[src/rtl/exu_muldiv_pkg.sv]
// Shared types and constants for the M-extension sequencer.
// Op bit order, FSM states and fixed divide corner results.
package exu_muldiv_pkg;

  localparam int MULDIV_OP_W = 8;

  localparam int OP_MUL    = 0;
  localparam int OP_MULH   = 1;
  localparam int OP_MULHSU = 2;
  localparam int OP_MULHU  = 3;
  localparam int OP_DIV    = 4;
  localparam int OP_DIVU   = 5;
  localparam int OP_REM    = 6;
  localparam int OP_REMU   = 7;

  localparam logic [31:0] DIVZ_QUOT = 32'hFFFF_FFFF;
  localparam logic [31:0] OVF_QUOT  = 32'h8000_0000;
  localparam logic [31:0] OVF_REM   = 32'h0000_0000;
  localparam logic [31:0] INT_MIN   = 32'h8000_0000;

  typedef enum logic [1:0] {
    S_IDLE = 2'd0,
    S_MUL  = 2'd1,
    S_DIV  = 2'd2,
    S_DONE = 2'd3
  } state_e;

  // Keep only the lowest set bit; an empty op decays to mul.
  function automatic logic [MULDIV_OP_W-1:0] op_norm(
    input logic [MULDIV_OP_W-1:0] op
  );
    logic [MULDIV_OP_W-1:0] r;
    r = '0;
    r[OP_MUL] = 1'b1;
    for (int i = MULDIV_OP_W - 1; i >= 0; i--) begin
      if (op[i]) begin
        r = '0;
        r[i] = 1'b1;
      end
    end
    return r;
  endfunction

  function automatic logic [31:0] abs32(input logic [31:0] v);
    return v[31] ? (32'd0 - v) : v;
  endfunction

endpackage

[src/rtl/exu_muldiv_ctrl_div_step.sv]
// One restoring divide iteration on a {remainder, quotient} pair.
// Bit 32 of the partial remainder is kept so the shift never drops it.
module exu_div_step (
  input  logic [63:0] pair,
  input  logic [31:0] divisor,
  output logic [63:0] next
);

  logic [32:0] part;
  logic        ge;

  assign part = pair[63:31];
  assign ge   = part >= {1'b0, divisor};

  always_comb begin
    next = {part[31:0], pair[30:0], 1'b0};
    if (ge) begin
      next = {part[31:0] - divisor, pair[30:0], 1'b1};
    end
  end

endmodule

[src/rtl/exu_muldiv_ctrl.sv]
// M-extension sequencer: latches a request, stalls dispatch,
// runs a registered multiply or a restoring divide, writes back once.
module exu_muldiv_ctrl
  import exu_muldiv_pkg::*;
#(
  parameter int DIV_ITERS = 32
) (
  input  logic        clk,
  input  logic        rst,
  input  logic        req_muldiv_i,
  input  logic [31:0] muldiv_op1_i,
  input  logic [31:0] muldiv_op2_i,
  input  logic [7:0]  muldiv_op_i,
  input  logic [4:0]  rd_waddr_i,
  input  logic        flush_i,
  output logic        stall_o,
  output logic        reg_we_o,
  output logic [4:0]  reg_waddr_o,
  output logic [31:0] result_o,
  output logic        busy_o
);

  localparam logic [4:0] CNT_LAST = 5'(DIV_ITERS - 1);

  state_e      state_q;
  logic [4:0]  cnt_q;
  logic [7:0]  op_q;
  logic [4:0]  rd_q;
  logic [31:0] op1_q;
  logic [31:0] op2_q;
  logic [63:0] pair_q;
  logic [31:0] res_q;

  logic [7:0]  op_n;
  logic        n_mul;
  logic        n_sdiv;
  logic        n_rem;
  logic        n_div0;
  logic        n_ovf;
  logic        accept;

  assign op_n   = op_norm(muldiv_op_i);
  assign n_mul  = |op_n[OP_MULHU:OP_MUL];
  assign n_sdiv = op_n[OP_DIV] | op_n[OP_REM];
  assign n_rem  = op_n[OP_REM] | op_n[OP_REMU];
  assign n_div0 = muldiv_op2_i == 32'd0;
  assign n_ovf  = n_sdiv && muldiv_op1_i == INT_MIN
               && muldiv_op2_i == 32'hFFFF_FFFF;
  assign accept = state_q == S_IDLE && req_muldiv_i && !flush_i;

  // Multiply on the latched operands, sign-extended to 33 bits.
  logic               a_sgn;
  logic               b_sgn;
  logic signed [32:0] ma;
  logic signed [32:0] mb;
  logic signed [63:0] prod;
  logic [31:0]        mul_res;

  assign a_sgn   = op_q[OP_MULH] | op_q[OP_MULHSU];
  assign b_sgn   = op_q[OP_MULH];
  assign ma      = {a_sgn & op1_q[31], op1_q};
  assign mb      = {b_sgn & op2_q[31], op2_q};
  assign prod    = 64'(ma) * 64'(mb);
  assign mul_res = (|op_q[OP_MULHU:OP_MULH]) ? prod[63:32]
                 : (op_q[OP_MUL] ? prod[31:0] : 32'd0);

  // Divide datapath works on magnitudes; sign restored on the last step.
  logic        q_sgn;
  logic [31:0] divisor;
  logic [63:0] pair_n;
  logic [31:0] quo;
  logic [31:0] rem;
  logic        neg_q;
  logic        neg_r;
  logic [31:0] div_res;

  assign q_sgn   = op_q[OP_DIV] | op_q[OP_REM];
  assign divisor = q_sgn ? abs32(op2_q) : op2_q;

  exu_div_step u_step (
    .pair    (pair_q),
    .divisor (divisor),
    .next    (pair_n)
  );

  assign quo     = pair_n[31:0];
  assign rem     = pair_n[63:32];
  assign neg_q   = op_q[OP_DIV] & (op1_q[31] ^ op2_q[31]);
  assign neg_r   = op_q[OP_REM] & op1_q[31];
  assign div_res = (op_q[OP_DIV] | op_q[OP_DIVU])
                 ? (neg_q ? 32'd0 - quo : quo)
                 : (op_q[OP_REMU] | neg_r ? (neg_r ? 32'd0 - rem : rem)
                                          : rem);

  always_ff @(posedge clk) begin
    if (rst) begin
      state_q <= S_IDLE;
      cnt_q   <= '0;
      op_q    <= '0;
      rd_q    <= '0;
      op1_q   <= '0;
      op2_q   <= '0;
      pair_q  <= '0;
      res_q   <= '0;
    end else begin
      unique case (state_q)
        S_IDLE: begin
          if (accept) begin
            op_q  <= op_n;
            rd_q  <= rd_waddr_i;
            op1_q <= muldiv_op1_i;
            op2_q <= muldiv_op2_i;
            cnt_q <= '0;
            pair_q <= {32'd0, n_sdiv ? abs32(muldiv_op1_i)
                                     : muldiv_op1_i};
            if (n_mul) begin
              state_q <= S_MUL;
            end else if (n_div0) begin
              res_q   <= n_rem ? muldiv_op1_i : DIVZ_QUOT;
              state_q <= S_DONE;
            end else if (n_ovf) begin
              res_q   <= n_rem ? OVF_REM : OVF_QUOT;
              state_q <= S_DONE;
            end else begin
              state_q <= S_DIV;
            end
          end
        end
        S_MUL: begin
          if (flush_i) begin
            state_q <= S_IDLE;
          end else begin
            res_q   <= mul_res;
            state_q <= S_DONE;
          end
          cnt_q <= '0;
        end
        S_DIV: begin
          if (flush_i) begin
            state_q <= S_IDLE;
            cnt_q   <= '0;
          end else if (cnt_q == CNT_LAST) begin
            pair_q  <= pair_n;
            res_q   <= div_res;
            cnt_q   <= '0;
            state_q <= S_DONE;
          end else begin
            pair_q <= pair_n;
            cnt_q  <= cnt_q + 5'd1;
          end
        end
        S_DONE: begin
          state_q <= S_IDLE;
          cnt_q   <= '0;
        end
      endcase
    end
  end

  assign stall_o = !flush_i && (
                     (state_q == S_IDLE && req_muldiv_i)
                   || state_q == S_MUL
                   || state_q == S_DIV);
  assign busy_o      = state_q != S_IDLE;
  assign reg_we_o    = state_q == S_DONE && !flush_i;
  assign reg_waddr_o = reg_we_o ? rd_q : 5'd0;
  assign result_o    = reg_we_o ? res_q : 32'd0;

endmodule

[config.mk]
export PLATFORM = sky130hd
export DESIGN_NAME = exu_muldiv_ctrl
export DESIGN_NICKNAME = d
export VERILOG_FILES = /design/src/rtl/exu_muldiv_pkg.sv /design/src/rtl/exu_muldiv_ctrl_div_step.sv /design/src/rtl/exu_muldiv_ctrl.sv
export SDC_FILE = /design/constraint.sdc
export NUM_CORES = 2
export LEC_CHECK = 0
export BUFFER_PORTS_ARGS = -buffer_cell sky130_fd_sc_hd__clkbuf_2
export CORE_ASPECT_RATIO = 0.75
export CORE_UTILIZATION = 25
export CTS_BUF_LIST = sky130_fd_sc_hd__clkbuf_8 sky130_fd_sc_hd__clkbuf_16
export DETAILED_ROUTE_END_ITERATION = 6
export PLACE_DENSITY = 0.43
export SLEW_MARGIN = 20
export SYNTH_ARGS = -nofsm -noshare
export SYNTH_HDL_FRONTEND = slang
export SYNTH_HIERARCHICAL = 1
export SYNTH_SLANG_ARGS = --single-unit
[constraint.sdc]
create_clock -name clk -period 21.5 [get_ports clk]
set_input_delay 4.3 -clock clk [delete_from_list [all_inputs] [get_ports clk]]
set_output_delay 4.3 -clock clk [all_outputs]
set_load 0.005 [all_outputs]
==> flow_metrics.py <==
metrics = {
    "global_routing": {
        "grt_remaining_overflow": 0,
        "grt_max_degree": 139,
        "grt_antenna_before_repair": 7,
        "globalRouteTotalUtil_pct": 18.1,
        "global_route_wire_length_before_repair_um": 284000,
        "first_global_vias": 42400,
    },
    "cts": {
        "root_buffer": "sky130_fd_sc_hd__clkbuf_16",
        "cts_inserted_buffers": 17,
        "cts_tree": "yes",
        "cts_repair_resize_count": 0,
        "ctsLongestPathBuffers": 2,
        "clk_pin_slew_worst_paths_ns": 0.08,
        "clkSinkCount": 179,
        "clock_latency_ns": 0.49,
        "post_cts.repair.setup_buffers": 0,
        "hold_buffers": 0,
        "cts_htree_levels": 4,
    },
    "detailed_routing": {
        "post_drt_wl_per_cell_um": 21.2,
        "vias_per_cell": 4.72,
        "drt_pre_antenna_iters": 5,
        "routed_wl_um": 188000,
        "drt.antenna.violating_nets": 0,
        "detail_route.iter0.violations": 3471,
        "post-route-drc-count": 0,
        "detailroute.via_count": 41800,
    },
    "critical_path": {
        "kind_of_launch_point_of_the_worst_setup_path": "input port",
        "r2r_start": "op_q[1]$_SDFFE_PP0P_",
        "critical_path_class": "input port to output pin",
        "critical_path_startpoint": "flush_i",
        "worst_setup_path_end_kind": "output pin",
        "arrival_time_of_data_at_the_critical_path_endpoint_ns": 5.70,
        "worst_ep_required_time_ns": 17.20,
        "crit_fanout": 22,
    },
    "floorplan": {
        "num_io_pins": 121,
        "die_w_um": 529,
        "die_height_um": 398,
        "coreArea_um2": 206000,
        "dieArea_um2": 211000,
        "start_util_pct": 25.3,
        "placement_rows": 144,
    },
    "timing": {
        "hold_violations": 0,
        "finalCriticalPeriod_ns": 10.0,
        "report.final.slew_viol_count": 0,
        "clock_skew_ns": 0.0150,
        "finalSetupTns_ns": 0,
        "tightest_slew_ns": 1.23,
        "timing.final.setup_violations": 0,
        "post-route-period-util_pct": 46.5,
        "timing.max_slew.rel_slack_pct": 17.7,
        "rsz0062_at_grt": "no",
        "maxClockFrequency_ghz": 0.100,
    },
    "yosys": {
        "ys_seq_elements": 179,
        "synthArstFlopShare_pct": 0,
        "ys_warnings": 6,
        "post-synth-top-area-fraction_pct": 43.2,
        "cell_area_synth_um2": 52200,
        "postSynthCellCount": 6239,
        "yosysSeqAreaShare_pct": 6.87,
        "post_synth_main_area_contributors": "sky130_fd_sc_hd__fa_1 (43%), sky130_fd_sc_hd__inv_1 (8.5%), sky130_fd_sc_hd__nand2_1 (8.0%), sky130_fd_sc_hd__dfxtp_1 (6.9%), sky130_fd_sc_hd__ha_1 (6.1%)",
        "avgSynthCellArea_um2": 8.36,
        "ys_dominant_reg_cell": "sky130_fd_sc_hd__dfxtp_1",
        "synth_largest_area_cell": "sky130_fd_sc_hd__fa_1",
        "yosys.cell_types.count": 87,
        "syn_nets": 7701,
        "number_of_enable_type_register_cells_in_the_synthesized_netlist": 0,
    },
    "worst_hold_path": {
        "worst_hold_startpoint": "op1_q[15]$_SDFFE_PP0P_",
        "worst_min_delay_path_class": "flop to flop",
    },
    "run": {
        "timing.max_cap.violations": 0,
    },
    "power_and_ir_drop": {
        "netSwitchingPower_uw": 857,
        "power_per_cell_area_nw_per_um2": 29.2,
        "power.share.switching_pct": 52.4,
        "clock_power_share_pct": 20.6,
        "power.share.combinational_pct": 56.7,
        "pwr-share-seq_pct": 22.6,
        "max-vdd-ir-drop_v": 0.0000661,
        "leakage_uw": 0.0258,
        "p_int_uw": 780,
    },
    "cells_and_area": {
        "fill_cells": 22500,
        "most_used_cells_in_the_layout_excluding_fill_and_tap_cells": "sky130_fd_sc_hd__inv_1 (1184), sky130_fd_sc_hd__fa_1 (1125), sky130_fd_sc_hd__nand2_1 (1114), sky130_fd_sc_hd__and2_1 (410), sky130_fd_sc_hd__a21oi_1 (282)",
        "finalCoreUtilization_pct": 27.2,
        "layout.cells.most_common": "sky130_fd_sc_hd__inv_1",
        "drive_gt1_share_pct": 6.09,
        "finish.net_count": 7528,
        "flow.area_growth_from_synthesis_pct": 7.49,
    },
    "placement": {
        "port-buffer-count": 120,
        "detailedPlacementHpwl_um": 149000,
        "gp_routability_congestion": 0.927,
    },
    "outcome": {
        "status": "completed",
    },
}
-- power groups by stage --
stage / registers [uW] / clock network [uW] / logic, uW
after global routing: 373 / 355 / 1010
after global placement: 378 / 0 / 907
final: 371 / 338 / 929
after CTS: 370 / 343 / 914
after floorplan: 365 / 0 / 571
after detailed placement: 378 / 0 / 906
-- flip-flops by register name, indices dropped and copies added (netlist names) --
name	flops
op_q	7
res_q	32
op1_q	32
rd_q	5
op2_q	32
state_q	2
pair_q	64
cnt_q	5
-- area by class of cell --
cell class	instances	area (um^2)	share of cell area, %
inverters	1185	4450	7.93
repair buffers	237	1500	2.67
well taps	2774	3470	6.19
flip-flops and latches	179	3600	6.42
diodes	3	7.51	0.0134
clock buffers	17	425	0.759
clock inverters	15	161	0.288
multi-input cells	4446	42500	75.7
-- final timing paths --
path | slack [ns] | endpoint | cells after the start
setup / recovery | 11.50 | result_o[15] | 5
hold / removal | 0.46 | op1_q[15]$_SDFFE_PP0P_ | 2
setup reg to reg | 12.03 | res_q[31]$_SDFFE_PP0P_ | 29
hold reg to reg | 0.46 | op1_q[15]$_SDFFE_PP0P_ | 2
-- metrics by stage --
stage	std cells	setup slack [ns]	cell area [um^2]	total power [uW]	hold WS (ns)
2_1_floorplan	6239	12.02	52200	936	0.432
3_5_place_dp	8821	11.41	55500	1280	0.445
3_3_place_gp	8821	11.54	55500	1280	0.443
6_report	8856	11.50	56100	1640	0.459
5_1_grt	8853	11.27	56100	1730	0.473
4_1_cts	8853	11.40	56100	1630	0.459
-- cells in the mapped netlist, types with 16 or more instances --
| library cell | number |
|---|---|
| sky130_fd_sc_hd__mux2i_1 | 21 |
| sky130_fd_sc_hd__ha_1 | 255 |
| sky130_fd_sc_hd__o21ai_0 | 165 |
| sky130_fd_sc_hd__xnor2_1 | 108 |
| sky130_fd_sc_hd__a21oi_1 | 283 |
| sky130_fd_sc_hd__buf_1 | 43 |
| sky130_fd_sc_hd__o211ai_1 | 20 |
| sky130_fd_sc_hd__a21o_1 | 35 |
| sky130_fd_sc_hd__nor4_1 | 28 |
| sky130_fd_sc_hd__nand3_1 | 81 |
| sky130_fd_sc_hd__o21bai_1 | 16 |
| sky130_fd_sc_hd__and2_1 | 410 |
| sky130_fd_sc_hd__clkbuf_1 | 345 |
| sky130_fd_sc_hd__o41ai_1 | 17 |
| sky130_fd_sc_hd__inv_1 | 1184 |
| sky130_fd_sc_hd__buf_4 | 32 |
| sky130_fd_sc_hd__nor2b_1 | 24 |
| sky130_fd_sc_hd__nand4_1 | 47 |
| sky130_fd_sc_hd__nand2_1 | 1114 |
| sky130_fd_sc_hd__mux2_2 | 21 |
| sky130_fd_sc_hd__xor2_1 | 96 |
| sky130_fd_sc_hd__o31ai_1 | 31 |
| sky130_fd_sc_hd__or2_2 | 19 |
| sky130_fd_sc_hd__o21a_1 | 17 |
| sky130_fd_sc_hd__or3_1 | 19 |
| sky130_fd_sc_hd__a211oi_1 | 29 |
| sky130_fd_sc_hd__fa_1 | 1126 |
| sky130_fd_sc_hd__dfxtp_1 | 179 |
| sky130_fd_sc_hd__nor2_1 | 181 |
| sky130_fd_sc_hd__nor3_1 | 56 |
| sky130_fd_sc_hd__a31oi_1 | 26 |
| sky130_fd_sc_hd__and3_1 | 17 |
-- per-layer routing --
layer	track usage, %	part of all wire [%]	vias to the layer above
met5	0	0	-
met4	2.32	1.2	0
met3	3.76	8.3	109
met2	25.2	40	1342
met1	28.6	51	21700
li1	-	-	18600
-- logic make-up after synthesis --
family / Yosys count / share of synthesized area, %
adders and majority gates: 1381 / 49.3
buffers and inverters: 1614 / 11.9
AOI/OAI and AO/OA: 756 / 9.05
and+or+nand+nor: 2054 / 18.3
muxes: 51 / 1.12
xor gates and xnor gates: 204 / 3.42
DFF: 179 / 6.87
-- worst max-delay path, cell delays in order --
cell and delay (ns):
sky130_fd_sc_hd__clkbuf_2 0.19, sky130_fd_sc_hd__nor2b_2 0.54, sky130_fd_sc_hd__buf_4 0.35, sky130_fd_sc_hd__and2_1 0.17
sky130_fd_sc_hd__clkbuf_2 0.12
(Power assumes the default switching activity.)
